--- src/rtl/falc56_pkg.sv ---
// Shared types and constants for the FALC56 bus arbiter: FSM encoding,
// master IDs, idle pin values and the round-robin successor helper.
package falc56_pkg;

    typedef enum logic [1:0] {
        ARB_IDLE    = 2'd0,
        ARB_GRANT   = 2'd1,
        ARB_RELEASE = 2'd2
    } arb_state_t;

    localparam logic [1:0] M_WB   = 2'd0;
    localparam logic [1:0] M_DMA0 = 2'd1;
    localparam logic [1:0] M_DMA1 = 2'd2;

    typedef struct packed {
        logic       ale;
        logic       rdn;
        logic       wrn;
        logic [1:0] csn;
        logic [7:0] badd;
        logic       dir;
    } f56_pins_t;

    localparam logic [1:0] CSN_IDLE  = 2'b11;
    localparam f56_pins_t  PINS_IDLE = '{ale: 1'b0, rdn: 1'b1, wrn: 1'b1,
                                         csn: CSN_IDLE, badd: 8'h00, dir: 1'b0};

    function automatic logic [1:0] rr_next(input logic [1:0] idx);
        case (idx)
            M_WB:    return M_DMA0;
            M_DMA0:  return M_DMA1;
            default: return M_WB;
        endcase
    endfunction

endpackage

--- src/rtl/falc56_rr_pick.sv ---
// Combinational 3-way round-robin picker: first set request at or after ptr,
// wrapping 2 -> 0.
module falc56_rr_pick
    import falc56_pkg::*;
(
    input  logic [2:0] req,
    input  logic [1:0] ptr,
    output logic [1:0] idx,
    output logic       valid
);

    logic [1:0] cand;

    always_comb begin
        idx   = M_WB;
        valid = 1'b0;
        cand  = ptr;
        for (int unsigned k = 0; k < 3; k++) begin
            if (!valid && req[cand]) begin
                idx   = cand;
                valid = 1'b1;
            end
            cand = rr_next(cand);
        end
    end

endmodule

--- src/rtl/falc56_bus_arbiter.sv ---
// Round-robin owner of the FALC56 parallel bus with registered pin muxing and
// turnaround idle cycles. Optional grant-hold timeout: define F56_ARB_TIMEOUT_EN.
module falc56_bus_arbiter
    import falc56_pkg::*;
#(
    parameter int N_REQ       = 3,
    parameter int TURN_CYCLES = 2,
    parameter int MAX_HOLD    = 64
) (
    input  logic                 FALC56_DCM_CLK0_I,
    input  logic                 PHY_RSTn_I,
    input  logic [N_REQ-1:0]     ARB_REQ_I,
    output logic [N_REQ-1:0]     ARB_GNT_O,
    input  logic [N_REQ-1:0]     ARB_EN_I,
    input  logic [N_REQ-1:0]     ARB_ALE_I,
    input  logic [N_REQ-1:0]     ARB_RDn_I,
    input  logic [N_REQ-1:0]     ARB_WRn_I,
    input  logic [2*N_REQ-1:0]   ARB_CSn_I,
    input  logic [8*N_REQ-1:0]   ARB_BADD_I,
    input  logic [N_REQ-1:0]     ARB_BADD_DIR_I,
    output logic                 F56_ALE_O,
    output logic                 F56_RDn_O,
    output logic                 F56_WRn_O,
    output logic [1:0]           F56_CSn_O,
    output logic [7:0]           F56_BADD_O,
    output logic                 F56_BADD_DIR_O,
    output logic [1:0]           ARB_OWNER_O,
    output logic                 ARB_BUSY_O,
    output logic                 ARB_TIMEOUT_O,
    output logic [1:0]           ARB_TIMEOUT_ID_O,
    input  logic                 ARB_TIMEOUT_CLR_I
);

    arb_state_t       state_q, state_n;
    logic [1:0]       ptr_q, owner_q, pick_idx;
    logic             pick_valid, owner_req, to_hit;
    logic [2:0]       turn_q;
    logic [N_REQ-1:0] req_eff, gnt_q, gnt_n;
    f56_pins_t        pins_q, pins_n, owner_pins;

    falc56_rr_pick u_pick (
        .req   (req_eff),
        .ptr   (ptr_q),
        .idx   (pick_idx),
        .valid (pick_valid)
    );

    assign owner_req  = ARB_REQ_I[owner_q];
    assign owner_pins = '{ale:  ARB_ALE_I[owner_q],
                          rdn:  ARB_RDn_I[owner_q],
                          wrn:  ARB_WRn_I[owner_q],
                          csn:  ARB_CSn_I[{owner_q, 1'b0} +: 2],
                          badd: ARB_BADD_I[{owner_q, 3'b000} +: 8],
                          dir:  ARB_BADD_DIR_I[owner_q]};

`ifdef F56_ARB_TIMEOUT_EN
    logic [7:0]       hold_q;
    logic [N_REQ-1:0] mask_q;
    logic             to_q;
    logic [1:0]       to_id_q;

    assign req_eff = ARB_REQ_I & ~mask_q;
    // A dropping request takes priority over the hold limit, so no flag is raised then.
    assign to_hit  = (state_q == ARB_GRANT) && owner_req && (hold_q == 8'(MAX_HOLD - 1));

    always_ff @(posedge FALC56_DCM_CLK0_I or negedge PHY_RSTn_I) begin
        if (!PHY_RSTn_I) begin
            hold_q  <= '0;
            mask_q  <= '0;
            to_q    <= 1'b0;
            to_id_q <= M_WB;
        end else begin
            hold_q <= (state_q == ARB_GRANT) ? hold_q + 8'd1 : '0;
            mask_q <= (mask_q & ARB_REQ_I) | (to_hit ? (N_REQ'(1) << owner_q) : '0);
            if (to_hit) begin
                to_q    <= 1'b1;
                to_id_q <= owner_q;
            end else if (ARB_TIMEOUT_CLR_I) begin
                to_q <= 1'b0;
            end
        end
    end

    assign ARB_TIMEOUT_O    = to_q;
    assign ARB_TIMEOUT_ID_O = to_id_q;
`else
    logic unused_tie;

    assign req_eff          = ARB_REQ_I;
    assign to_hit           = 1'b0;
    assign ARB_TIMEOUT_O    = 1'b0;
    assign ARB_TIMEOUT_ID_O = M_WB;
    assign unused_tie       = ^{ARB_TIMEOUT_CLR_I, 8'(MAX_HOLD)};
`endif

    always_ff @(posedge FALC56_DCM_CLK0_I or negedge PHY_RSTn_I) begin
        if (!PHY_RSTn_I) state_q <= ARB_IDLE;
        else             state_q <= state_n;
    end

    always_comb begin
        state_n = state_q;
        case (state_q)
            ARB_IDLE:    if (pick_valid) state_n = ARB_GRANT;
            ARB_GRANT:   if (!owner_req || to_hit) state_n = ARB_RELEASE;
            ARB_RELEASE: if (turn_q == 3'(TURN_CYCLES - 1)) state_n = ARB_IDLE;
            default:     state_n = ARB_IDLE;
        endcase
    end

    always_comb begin
        gnt_n  = '0;
        pins_n = PINS_IDLE;
        if (state_q == ARB_IDLE && pick_valid) begin
            gnt_n = N_REQ'(1) << pick_idx;
        end else if (state_q == ARB_GRANT && state_n == ARB_GRANT) begin
            gnt_n = gnt_q;
            if (ARB_EN_I[owner_q]) pins_n = owner_pins;
        end
    end

    always_ff @(posedge FALC56_DCM_CLK0_I or negedge PHY_RSTn_I) begin
        if (!PHY_RSTn_I) begin
            gnt_q   <= '0;
            pins_q  <= PINS_IDLE;
            ptr_q   <= M_WB;
            owner_q <= M_WB;
            turn_q  <= '0;
        end else begin
            gnt_q  <= gnt_n;
            pins_q <= pins_n;
            turn_q <= (state_q == ARB_RELEASE) ? turn_q + 3'd1 : '0;
            if (state_q == ARB_IDLE && pick_valid) begin
                owner_q <= pick_idx;
                ptr_q   <= rr_next(pick_idx);
            end
        end
    end

    assign ARB_GNT_O      = gnt_q;
    assign F56_ALE_O      = pins_q.ale;
    assign F56_RDn_O      = pins_q.rdn;
    assign F56_WRn_O      = pins_q.wrn;
    assign F56_CSn_O      = pins_q.csn;
    assign F56_BADD_O     = pins_q.badd;
    assign F56_BADD_DIR_O = pins_q.dir;
    assign ARB_OWNER_O    = owner_q;
    assign ARB_BUSY_O     = (state_q == ARB_GRANT) || (state_q == ARB_RELEASE);

endmodule

--- config.mk ---
export PLATFORM = sky130hd
export DESIGN_NAME = falc56_bus_arbiter
export DESIGN_NICKNAME = d
export VERILOG_FILES = /design/src/rtl/falc56_pkg.sv /design/src/rtl/falc56_rr_pick.sv /design/src/rtl/falc56_bus_arbiter.sv
export SDC_FILE = /design/constraint.sdc
export NUM_CORES = 1
export LEC_CHECK = 0
export BUFFER_PORTS_ARGS = -buffer_cell sky130_fd_sc_hd__buf_2
export CORE_AREA = 2 2 63 77
export CTS_CLUSTER_DIAMETER = 40
export DETAILED_ROUTE_END_ITERATION = 7
export DIE_AREA = 0 0 65 79
export PLACE_DENSITY = 0.65
export RECOVER_POWER = 100
export SYNTH_ARGS = -nofsm -noshare
export SYNTH_HDL_FRONTEND = slang
export SYNTH_SLANG_ARGS = --single-unit
--- constraint.sdc ---
create_clock -name FALC56_DCM_CLK0_I -period 2.1 [get_ports FALC56_DCM_CLK0_I]
set_clock_uncertainty 0.15 [all_clocks]
set_input_delay 0.105 -clock FALC56_DCM_CLK0_I [delete_from_list [all_inputs] [get_ports FALC56_DCM_CLK0_I]]
set_output_delay 0.105 -clock FALC56_DCM_CLK0_I [all_outputs]
set_load 0.05 [all_outputs]
### Word-level counts from Yosys, hierarchy flattened

Index checks and enable logic that the tools add are counted.

| storage, ports and cells | value |
|---|---|
| bits in registers | 26 |
| output and inout bits | 23 |

| cells by class | value |
|---|---|
| equal/unequal tests | 8 |
| shift operators | 3 |
| magnitude comparators | 4 |
| mux-type cells | 37 |
| reduce and logical (&&, ||, !) cells | 11 |
| add/sub/neg operators | 1 |

Operator list:

| operator | number |
|---|---|
| 14-bit 2-to-1 mux | 3 |
| 24-bit by 6-bit variable part select with 8-bit output | 1 |
| 1-bit binary-select mux with 2-bit select | 9 |
| 2-bit by 3-bit less-than comparator with 1-bit output (second input constant) | 4 |
| 1-bit 2-to-1 mux | 12 |
| 2-bit 2-to-1 mux | 6 |
| 2-bit one-hot mux with 2 select lines | 3 |
| 2-bit by 1-bit equality test with 1-bit output (second input constant) | 5 |
| 3-bit 2-to-1 mux | 3 |
| 2-bit logical NOT | 4 |
| 2-bit one-hot mux with 3 select lines | 1 |
| 6-bit by 4-bit variable part select with 2-bit output | 1 |
| 1-bit logical AND | 4 |
| 3-bit by 1-bit adder with 3-bit output (second input constant) | 1 |
| 3-bit by 1-bit equality test with 1-bit output (second input constant) | 1 |
| 1-bit by 2-bit << shifter with 3-bit output (first input constant) | 1 |
| 2-bit equality test (second input constant) | 1 |
| 1-bit logical NOT | 2 |
| 2-bit inequality test (second input constant) | 1 |
| 1-bit logical OR | 1 |

### Logic depth before layout (Yosys ltp)

Gate-level depths: netlist (run 1).

| depth | value |
|---|---|
| depth in word-level cells | 15 |
| mapped depth | 7 |
| mapped depth without buffers | 6 |

### Modules after synthesis

A second synthesis (run 1) with hierarchy kept.

| unflattened totals | value |
|---|---|
| cell total of the unflattened synthesis | 148 |
| area total of the unflattened synthesis | 1486.4 µm² |

By module, submodules not included:

| module | cells each | area each (µm²) | instances | seq. area each (µm²) |
|---|---|---|---|---|
| falc56_bus_arbiter | 140 | 1437.6 | 1 | 655.6 |
| falc56_rr_pick | 8 | 48.8 | 1 | 0.0 |

### Worst setup path before layout (run 1)

Ideal clock, no wire load.

| timing | value |
|---|---|
| path type | reg-to-reg |
| start | register owner_q[1], in the netlist ARB_OWNER_O[1] |
| end | register pins_q, in the netlist F56_CSn_O[0] |
| clock period less this slack | 2110 ps |
| cell stages (with the launch flop) | 6 |
| data arrival time | 1866 ps |
| path buffers | 1 |
| path slack | -10 ps |
| required time | 1856 ps |
| library setup time | 94 ps |
| cell sequence | dfrtp_1 -> buf_6 -> mux2i_1 -> o311ai_4 -> nand2_2 -> or4_1 |

RTL lines:

| element | line | source |
|---|---|---|
| start, declared | falc56_bus_arbiter.sv:35 | `logic [1:0] ptr_q, owner_q, pick_idx;` |
| start signal, assigned | falc56_bus_arbiter.sv:134 | `owner_q <= pick_idx;` |
| end signal, assigned | falc56_bus_arbiter.sv:131 | `pins_q <= pins_n;` |
| end, declared | falc56_bus_arbiter.sv:39 | `f56_pins_t pins_q, pins_n, owner_pins;` |

==> results of run 1 <==
flip-flops by register name, summed over array words and instances (netlist names):
| signal | flops |
|---|---|
| ptr_q | 2 |
| state_q | 2 |
| F56_BADD_DIR_O | 1 |
| ARB_OWNER_O | 2 |
| F56_BADD_O | 8 |
| F56_RDn_O | 1 |
| F56_CSn_O | 2 |
| turn_q | 3 |
| F56_WRn_O | 1 |
| ARB_GNT_O | 3 |
| F56_ALE_O | 1 |
layout make-up:
type | count | area (sq um)
Fill cell | 451 | 2220
Sequential cell | 26 | 659
Multi-Input combinational cell | 114 | 832
Timing Repair Buffer | 96 | 571
Tap cell | 58 | 72.6
Inverter | 4 | 15.0
Clock buffer | 4 | 55.1
critical path, stage by stage (launching register included):
cell and delay (ps):
dfrtp_1 410, inv_2 70, ha_2 190, nor4bb_1 140
a32oi_1 250, nand2_2 150, or4_4 550
where the power goes:
part / internal [W] / switching, W / leakage, nW
clock network: 0.000168 / 0.000159 / 0.0288
registers: 0.000599 / 0.0000945 / 0.335
logic: 0.000510 / 0.000903 / 0.642
total: 0.00128 / 0.00116 / 1.01
synth_stat cells, drive strengths merged, types with 3 or more instances:
cell type  count  area, sq um
nor2b          3         18.8
ha             6         75.1
nor4          10         62.6
a21oi         14         70.1
or4            4         30.0
nand3          3         15.0
mux2i         16          160
inv            4         15.0
dfrtp         22          551
nor2          14         52.6
o21ai          8         40.0
clkbuf         3         11.3
dfstp          4          105
buf            8         53.8
nand2         15         58.8
how the worst max path moves through the flow:
| stage | start | to | cells after the start |
|---|---|---|---|
| global route | state_q[0] | F56_CSn_O[0] | 6 |
| detailed placement | state_q[0] | F56_RDn_O | 6 |
| CTS | state_q[0] | F56_RDn_O | 6 |
| floorplan | state_q[1] | F56_CSn_O[0] | 6 |
| global placement | state_q[0] | F56_CSn_O[1] | 6 |
| finish | state_q[0] | F56_CSn_O[0] | 6 |
logic make-up after synthesis:
| group | share of synthesized area |
|---|---|
| AOI/OAI and AO/OA | 0.158 |
| xor gates and xnor gates | 0.00581 |
| adders and majority gates | 0.0497 |
| other | 0.00249 |
| muxes | 0.106 |
| buffers and inverters | 0.0531 |
| and+or+nand+nor | 0.191 |
| DFF | 0.434 |
routing by layer:
layer	track usage	up-vias
li1	-	725
met1	0.176	677
met2	0.305	43
met3	0.0312	5
met4	0.0447	0
met5	0	-
through the flow:
stage	TNS, ps	instances	utilization	area (sq um)	total power [W]
finish	0	302	0.498	2200	0.00243
detailed placement	0	283	0.446	1980	0.00203
CTS	0	301	0.491	2170	0.00238
floorplan	0	155	-	1520	0.00164
global placement	0	283	0.446	1980	0.00201
global route	-12.1	302	0.498	2200	0.00262
what timing repair did:
| action | CTS | global route |
|---|---|---|
| endpoints found under the hold margin | 35 | 0 |
| hold buffers | 14 | 0 |
| endpoints found under the setup margin | 0 | 13 |
| gates resized for setup | 0 | 10 |
| setup buffers | 0 | 1 |
==> results.rst, run 1 <==
.. list-table::
   :header-rows: 1

   * - Metric
     - Value
   * - Number of H-tree levels
     - 1
   * - Proportion of layout cells with a drive suffix above 1
     - 0.340
   * - Final #Nets
     - 302
   * - Required time of the worst setup path
     - 2140 ps
   * - Number of DRC violations after detailed-routing iteration 0
     - between 40 and 50
   * - Die area
     - 5140 sq um
   * - Max Root-Sink Buffers
     - 2
   * - Pre-CTS setup slack
     - ~69 ps
   * - Largest driver fanout on the critical path
     - 6
   * - P&R area growth vs syn
     - 46.1%
   * - Most frequent standard cell in the layout excluding fill and tap cells
     - buf_2
   * - P per Cell Area
     - between 1000 and 1500 nW/um^2
   * - Register-to-Register Setup Slack
     - 100 ps
   * - Top library cells by usage in the layout, fill and taps aside
     - 49 x buf_2, 21 x clkbuf_1, 19 x dfrtp_1, 16 x mux2i_1
   * - Core region area
     - around 4400 sq um
   * - Tightest Hold Check Type
     - in -> reg
   * - Max-cap violations
     - 0
   * - Finish-stage setup viols
     - 0
   * - Netlist Area Pre-Place
     - 1510 sq um
   * - Met3 WL
     - 242 um
   * - CTS Buf Count
     - 3
   * - Number of pins with negative max-slew slack in the final report
     - 0
   * - Dominant register cell in the synthesized netlist
     - dfrtp_1
   * - Initial core utilization
     - 0.341
   * - WHS
     - 5.22 ps
   * - Run status
     - complete, no violations
   * - Count of endpoints failing hold in the final timing report
     - 0
   * - Minimum clock period after layout
     - roughly 2000 ps
   * - Register bit total from synthesis
     - 26
   * - Number of cells on the worst hold path
     - 3
   * - Synth Instances
     - 153
   * - Remaining antenna violation count after routing
     - 0
   * - Launch point of the worst reg-to-reg path
     - state_q[0]
   * - Met1 Routed Length
     - 1560 um
   * - CTS tree
     - done
   * - Via count
     - 1,450
   * - Num rows
     - 27
   * - Total iterations of the first detailed-routing run
     - 4
   * - Hold worst-path end
     - F56_ALE_O
   * - Overall die height
     - 79 um
   * - Worst Setup Slack, final
     - 99.3 ps
   * - Wire length of the first global-routing pass
     - 6420 um
   * - R2r endpoint
     - F56_CSn_O[0]
   * - Highest layer used for signal routing
     - met4
   * - Aggregate global-route resource usage
     - 0.160
   * - Via density per instance
     - 4.80
   * - Post-route fraction of the period consumed by the critical path
     - 0.953
   * - Setup crit end kind
     - flip-flop
   * - Clock transition at the register clock pins on the worst setup and hold paths after CTS
     - 80 ps
   * - Upper clock frequency limit
     - 500 MHz
   * - Type of origin of the critical path
     - flip-flop
   * - Cell count of the worst reg-to-reg path
     - 6
   * - # IOs
     - 74
   * - Critical setup path kind
     - reg -> reg
   * - Library cell used as clock root buffer
     - clkbuf_8
   * - P_leak
     - 1.01 nW
   * - Number of remaining DRC errors
     - 0
   * - Via count of the first global-routing pass
     - between 1,000 and 1,500
   * - Pin count of the biggest net entering global routing
     - 27
   * - Maximum VDD drop
     - 0.000345 V
   * - Max_slew headroom
     - 0.588
   * - Number of flops mapped to enable cells by yosys
     - 0
   * - Mean instance size in the synthesized netlist
     - 9.86 sq um
   * - Worst EP arrival
     - slightly above 2000 ps
   * - Hold_sp
     - ARB_ALE_I[1]
   * - Number of warning messages in the yosys log
     - 0
   * - Sequential area share after synthesis
     - 0.434
   * - Diode count
     - 0
   * - Routed length on met2
     - 2140 um
   * - Worst-skew pair later-pin latency
     - 270 ps
   * - Slew @ Worst Pin
     - 621 ps
   * - Async set or reset register ratio after synthesis
     - 1.00
   * - Die width
     - 65 um
   * - Aggregate global routing overflow
     - 0
   * - Average wire per cell in the routed design
     - 13.2 um
   * - Clock sinks
     - 26
   * - Total wire length after detailed routing
     - 3990 um
   * - Number of distinct library cell variants in the gate-level netlist after synthesis
     - 36
   * - Number of port buffers
     - 69
   * - Placed wire-length estimate after detailed placement
     - 2910 um
   * - Final weighted congestion in routability-driven placement
     - 0.800
   * - Number of antenna violations at the first check in global routing
     - 0
Note: power is estimated with default switching activity, not from simulation.
==> inputs of run 2 (changes only) <==
- BUFFER_PORTS_ARGS: -buffer_cell sky130_fd_sc_hd__buf_2 -> -buffer_cell sky130_fd_sc_hd__clkbuf_2
- PLACE_DENSITY: 0.65 -> unset
- clock period: 2.1 -> 2.6 ns (I/O delays scaled with it)
==> run 2 against run 1 <==
The run now ends with negative hold slack left. Final area down 6.8%. Global-route usage down 0.70 points. Clock-buffer cell count unchanged. Utilization down 3.4 points. Fmax down 13%. Sequential cell count unchanged. Sequential share of layout area up 2.0 points. Combinational power down 29%. Worst hold slack worse by 5.2 ps. Total power down 27%. Critical path type unchanged.
==> results.rst, run 2 (same netlist as run 1, synthesis figures left out) <==
.. list-table::
   :header-rows: 1

   * - Metric
     - Value
   * - CP Buf/Inv Count
     - 1
   * - Critical setup path kind
     - reg -> reg
   * - Die area
     - about 5100 sq um
   * - Aggregate global routing overflow
     - 0
   * - Wire length of the first global-routing pass
     - 6120 um
   * - Pin count of the biggest net entering global routing
     - 27
   * - Most frequent standard cell in the layout excluding fill and tap cells
     - clkbuf_2
   * - Largest driver fanout on the critical path
     - 12
   * - Crit-path slowest cell
     - o211ai_2
   * - Via count
     - 1,434
   * - DP Cell Count
     - roughly 280
   * - Unrepaired setup endpoints after global routing
     - false
   * - Highest layer used for signal routing
     - met4
   * - Max Root-Sink Buffers
     - 2
   * - Switching component of the power
     - about 0.00085 W
   * - Clock sinks
     - 26
   * - Worst EP arrival
     - 2280 ps
   * - Setup crit end kind
     - flip-flop
   * - P&R area growth vs syn
     - 36.2%
   * - P per Cell Area
     - 865 nW/um^2
   * - Diode count
     - 0
   * - Power share of the combinational group
     - 0.561
   * - Type of origin of the critical path
     - flip-flop
   * - Number of port buffers
     - 69
   * - Number of pins with negative max-slew slack in the final report
     - 0
   * - P_leak
     - 0.964 nW
   * - Remaining antenna violation count after routing
     - 0
   * - Slew @ Worst Pin
     - 1380 ps
   * - Number of cells in the finished layout apart from fillers
     - about 300
   * - Final #Nets
     - about 300
   * - Number of H-tree levels
     - 1
   * - Clock transition at the register clock pins on the worst setup and hold paths after CTS
     - 80 ps
   * - Routed length on met2
     - 2010 um
   * - Number of remaining DRC errors
     - 0
   * - Ordered cell list for the critical path
     - ha_1 -> and4b_1 -> a211o_1 -> o211ai_2 -> clkbuf_1 -> nor4_1
   * - Minimum clock period after layout
     - 2290 ps
   * - Count of endpoints failing hold in the final timing report
     - 1
   * - Via count of the first global-routing pass
     - 1,399
   * - Worst-skew pair later-pin latency
     - 270 ps
   * - Upper clock frequency limit
     - 437 MHz
   * - Max_slew headroom
     - 0.0770
   * - Average wire per cell in the routed design
     - 12.6 um
   * - Number of DRC violations after detailed-routing iteration 0
     - 42
   * - Via density per instance
     - 4.86
   * - CTS Buf Count
     - 3
   * - Total negative setup slack
     - 0 ps
   * - CTS tree
     - done
   * - Cell type group with the largest total delay on the critical path
     - compound AO/OA/AOI/OAI gates
   * - Maximum VDD drop
     - 0.000281 V
   * - WHS
     - -0.00108 ps
   * - # IOs
     - 74
   * - Library cell used as clock root buffer
     - clkbuf_8
   * - Post-route fraction of the period consumed by the critical path
     - 0.880
   * - Run status
     - complete, but fails checks
   * - Max-cap violations
     - 0
   * - Number of antenna violations at the first check in global routing
     - 0
   * - Post-CTS Resized
     - 0
   * - Violated checks
     - negative hold slack
   * - Net switching share of the total power
     - 0.478
   * - Top library cells by usage in the layout, fill and taps aside
     - 48 x clkbuf_2, 25 x clkbuf_1, 22 x dfrtp_1, 16 x mux2i_1, 15 x nand2_1
   * - Number of flip-flops in the largest register
     - 8
   * - Required time of the worst setup path
     - 2600 ps
   * - Proportion of layout cells with a drive suffix above 1
     - 0.270
   * - Tightest Hold Check Type
     - in -> reg
   * - Delay of the slowest cell on the worst path
     - ~460 ps
   * - Met3 WL
     - 191 um
   * - Core region area
     - 4430 sq um
   * - Aggregate global-route resource usage
     - 0.153
   * - Initial core utilization
     - 0.341
   * - Share of power burned in the clock network
     - 0.129
   * - Met1 Routed Length
     - 1450 um
   * - Placed wire-length estimate after detailed placement
     - 2920 um
   * - Internal cell power
     - 0.000926 W
   * - Overall die height
     - 79 um
   * - Final weighted congestion in routability-driven placement
     - 0.750
   * - Finish-stage setup viols
     - 0
   * - Die width
     - 65 um
   * - Total wire length after detailed routing
     - approximately 3700 um
   * - Seq pwr share
     - 0.310
   * - Total iterations of the first detailed-routing run
     - 4
   * - Num rows
     - 27
[run 2: cell types whose count changed in the layout (fill, tap and decap cells not counted), moves of 2 or more]
cell / previous run / this run
dlygate4sd3_1: 14 / 12
nor4_4: 2 / 0
buf_2: 49 / 0
nor4_1: 7 / 10
clkbuf_1: 21 / 25
dfrtp_2: 3 / 0
clkbuf_2: 0 / 48
buf_4: 10 / 5
dfrtp_1: 19 / 22
[run 2: worst reg2reg max path, cell delays in order (launching register included)]
cell and delay [ps]:
dfrtp_1 420, ha_1 280, and4b_1 200, a211o_1 290, o211ai_2 460, clkbuf_1 270
nor4_1 100
[run 2: worst paths after layout]
check / from / end / slack [ps] / depth (start not counted)
min reg2reg: turn_q[0] / turn_q[0] / 320 / 1
min in group asynchronous: PHY_RSTn_I / ptr_q[0] / 550 / 2
max reg2reg: state_q[0] / F56_BADD_O[6] / 310 / 6
min: ARB_WRn_I[1] / F56_WRn_O / -0.001 / 4
max in group asynchronous: PHY_RSTn_I / turn_q[0] / 940 / 2
max: state_q[0] / F56_BADD_O[6] / 310 / 6
[run 2: power groups by stage]
stage               Sequential (W)  Combinational (W)  Clock [W]
global placement          0.000558            0.00101          0
floorplan                 0.000683           0.000636          0
CTS                       0.000551            0.00104   0.000242
global route              0.000565            0.00110   0.000257
detailed placement        0.000558            0.00102          0
finish                    0.000550           0.000996   0.000230
[run 2: final cells by class]
type,count,area [sq um]
Clock buffer,4,45.0
Fill cell,463,2370
Inverter,4,15.0
Multi-Input combinational cell,114,778
Sequential cell,26,656
Tap cell,58,72.6
Timing Repair Buffer,89,488
[run 2: layer usage]
metal	global-route usage	vias up
met5	0	-
met4	0.0511	0
met2	0.286	45
li1	-	717
met1	0.173	667
met3	0.0255	5
[run 2: what timing repair did]
action / 4_1_cts / 5_1_grt
hold endpoints to repair: 33 / 0
hold buffers: 12 / 0
buffers inserted: 0 / 0
[run 2: metrics by stage]
stage | total power (W) | hold slack (ps) | area (sq um) | util | setup WS [ps]
after floorplan | 0.00132 | -316 | 1520 | - | 490
after global placement | 0.00157 | 30.8 | 1930 | 0.436 | 410
after detailed placement | 0.00158 | 41.0 | 1930 | 0.436 | 385
after CTS | 0.00183 | 4.02 | 2090 | 0.473 | 343
after global routing | 0.00192 | 22.3 | 2050 | 0.464 | 101
final | 0.00178 | -0.00108 | 2050 | 0.464 | 312
==> inputs of run 3 (changes only) <==
- CORE_AREA: 2 2 63 77 -> 2 2 54 66
- DIE_AREA: 0 0 65 79 -> 0 0 56 68
- PLACE_DENSITY: unset -> 0.82
==> run 3 against run 2 <==
The flow now finishes without violations. Routed wire length is 0.78% lower. Fmax shrank 3.3%. Via count fell by 1.3%. Total power increased by 1.4%. Cell count decreased by 8.1%. Global-route usage grew 4.1 points. Setup slack got worse by 77 ps. Non-clock buffer count is 3 lower. Critical path depth is the same. Utilization up 16 points.
==> results.rst, run 3 (same netlist as run 1, synthesis figures left out) <==
.. list-table::
   :header-rows: 1

   * - Metric
     - Value
   * - Final weighted congestion in routability-driven placement
     - around 0.77
   * - Worst-skew pair later-pin latency
     - 270 ps
   * - Via count
     - 1,416
   * - Max_slew headroom
     - 0.113
   * - Max Root-Sink Buffers
     - 2
   * - # Post-CTS Setup Buffers
     - 0
   * - Initial core utilization
     - 0.468
   * - Max-cap violations
     - 0
   * - Wire length of the first global-routing pass
     - 5860 um
   * - Setup crit end kind
     - flip-flop
   * - Total wire length after detailed routing
     - about 3700 um
   * - Hold bufs inserted after CTS
     - 10
   * - Number of flip-flops in the largest register
     - 8
   * - Filler Cell Count
     - 290
   * - Diode count
     - 0
   * - Clock transition at the register clock pins on the worst setup and hold paths after CTS
     - 90 ps
   * - Via density per instance
     - 5.23
   * - Clock sinks
     - 26
   * - P_leak
     - between 0.9 and 1 nW
   * - Placed wire-length estimate after detailed placement
     - approximately 2700 um
   * - Aggregate global-route resource usage
     - 0.194
   * - Library cell used as clock root buffer
     - clkbuf_8
   * - Type of origin of the critical path
     - flip-flop
   * - Required time of the worst setup path
     - 2630 ps
   * - Area taken by multi-input logic gates
     - 776 sq um
   * - Cell area reported after detailed placement
     - 1900 sq um
   * - Total negative setup slack
     - 0 ps
   * - Worst Setup Slack, final
     - 235 ps
   * - Upper clock frequency limit
     - between 400 and 500 MHz
   * - Critical setup path kind
     - reg -> reg
   * - # IOs
     - 74
   * - Number of port buffers
     - 69
   * - Post-CTS Resized
     - 0
   * - Via count of the first global-routing pass
     - ~1,400
   * - Pin count of the biggest net entering global routing
     - 27
   * - Maximum VDD drop
     - 0.000685 V
   * - Number of pins with negative max-slew slack in the final report
     - 0
   * - Post-Layout Inst Area
     - 2010 sq um
   * - Tightest Hold Check Type
     - in -> reg
   * - Post-route fraction of the period consumed by the critical path
     - 0.910
   * - CTS Buf Count
     - 3
   * - Minimum clock period after layout
     - 2360 ps
   * - Number of H-tree levels
     - 1
   * - Overall die height
     - about 70 um
   * - Largest driver fanout on the critical path
     - 14
   * - Number of DRC violations after detailed-routing iteration 0
     - 21
   * - Remaining antenna violation count after routing
     - 0
   * - Proportion of layout cells with a drive suffix above 1
     - 0.282
   * - Number of antenna violations at the first check in global routing
     - 0
   * - Die width
     - 56 um
   * - P&R area growth vs syn
     - 33.4%
   * - Worst EP arrival
     - 2400 ps
   * - Storage element area
     - about 660 sq um
   * - Number of remaining DRC errors
     - 0
   * - Aggregate global routing overflow
     - 0
   * - Pre-CTS setup slack
     - about 260 ps
   * - Final #Nets
     - 292
   * - Core region area
     - ~3200 sq um
   * - Total iterations of the first detailed-routing run
     - 4
   * - Unrepaired setup endpoints after global routing
     - false
   * - Slew @ Worst Pin
     - between 1000 and 1500 ps
   * - Run status
     - complete, no violations
   * - Most frequent standard cell in the layout excluding fill and tap cells
     - clkbuf_2
   * - Finish-stage setup viols
     - 0
   * - CTS tree
     - done
   * - P per Cell Area
     - 895 nW/um^2
   * - Num rows
     - 23
   * - Average wire per cell in the routed design
     - 13.6 um
   * - Count of endpoints failing hold in the final timing report
     - 0
   * - Top library cells by usage in the layout, fill and taps aside
     - 49 x clkbuf_2, 22 x dfrtp_1, 22 x clkbuf_1, 16 x mux2i_1
   * - Die area
     - roughly 3800 sq um
-- run 3: power breakdown --
group          leakage (nW)  switching [W]  total [W]  internal [W]
clock                0.0288       0.000125   0.000260      0.000135
combinational         0.591       0.000645   0.000977      0.000332
sequential            0.339      0.0000841   0.000564      0.000480
-- run 3: final timing paths --
path | cells after the start | slack (ps) | end | startpoint
min in group asynchronous | 2 | 520 | ptr_q[0] | PHY_RSTn_I
max reg2reg | 6 | 240 | F56_CSn_O[1] | state_q[1]
min reg2reg | 1 | 330 | turn_q[0] | turn_q[0]
max | 6 | 240 | F56_CSn_O[1] | state_q[1]
max in group asynchronous | 2 | 990 | turn_q[1] | PHY_RSTn_I
min | 3 | 2 | F56_BADD_O[5] | ARB_BADD_I[13]
-- run 3: worst max-delay path: stages (launching register included) --
cell,delay (ps)
dfrtp_1,500
inv_1,110
ha_1,290
nor4bb_1,180
a32oi_1,250
nand2_2,230
or4_1,580
-- run 3: per-stage QoR --
| stage | cells | util | hold slack, ps | total power, W |
|---|---|---|---|---|
| 2_1_floorplan | 155 | - | -316 | 0.00132 |
| 3_3_place_gp | 257 | 0.588 | 16.0 | 0.00154 |
| 3_5_place_dp | 257 | 0.588 | 28.4 | 0.00156 |
| 4_1_cts | 271 | 0.636 | 0.636 | 0.00183 |
| 5_1_grt | 271 | 0.625 | 6.41 | 0.00193 |
| 6_report | 271 | 0.625 | 2.17 | 0.00180 |
-- run 3: cell type report --
| class | count | area share |
|---|---|---|
| Multi-Input combinational cell | 114 | 0.385 |
| Sequential cell | 26 | 0.326 |
| Timing Repair Buffer | 86 | 0.231 |
| Clock buffer | 4 | 0.0273 |
| Tap cell | 37 | 0.0230 |
| Inverter | 4 | 0.00746 |
-- run 3: routing by layer --
metal / global-route usage / vias up / routed length, um
met5: 0 / - / 0
met4: 0.0685 / 0 / 29
met3: 0.0321 / 4 / 189
met2: 0.375 / 40 / 1970
met1: 0.216 / 663 / 1490
li1: - / 709 / -
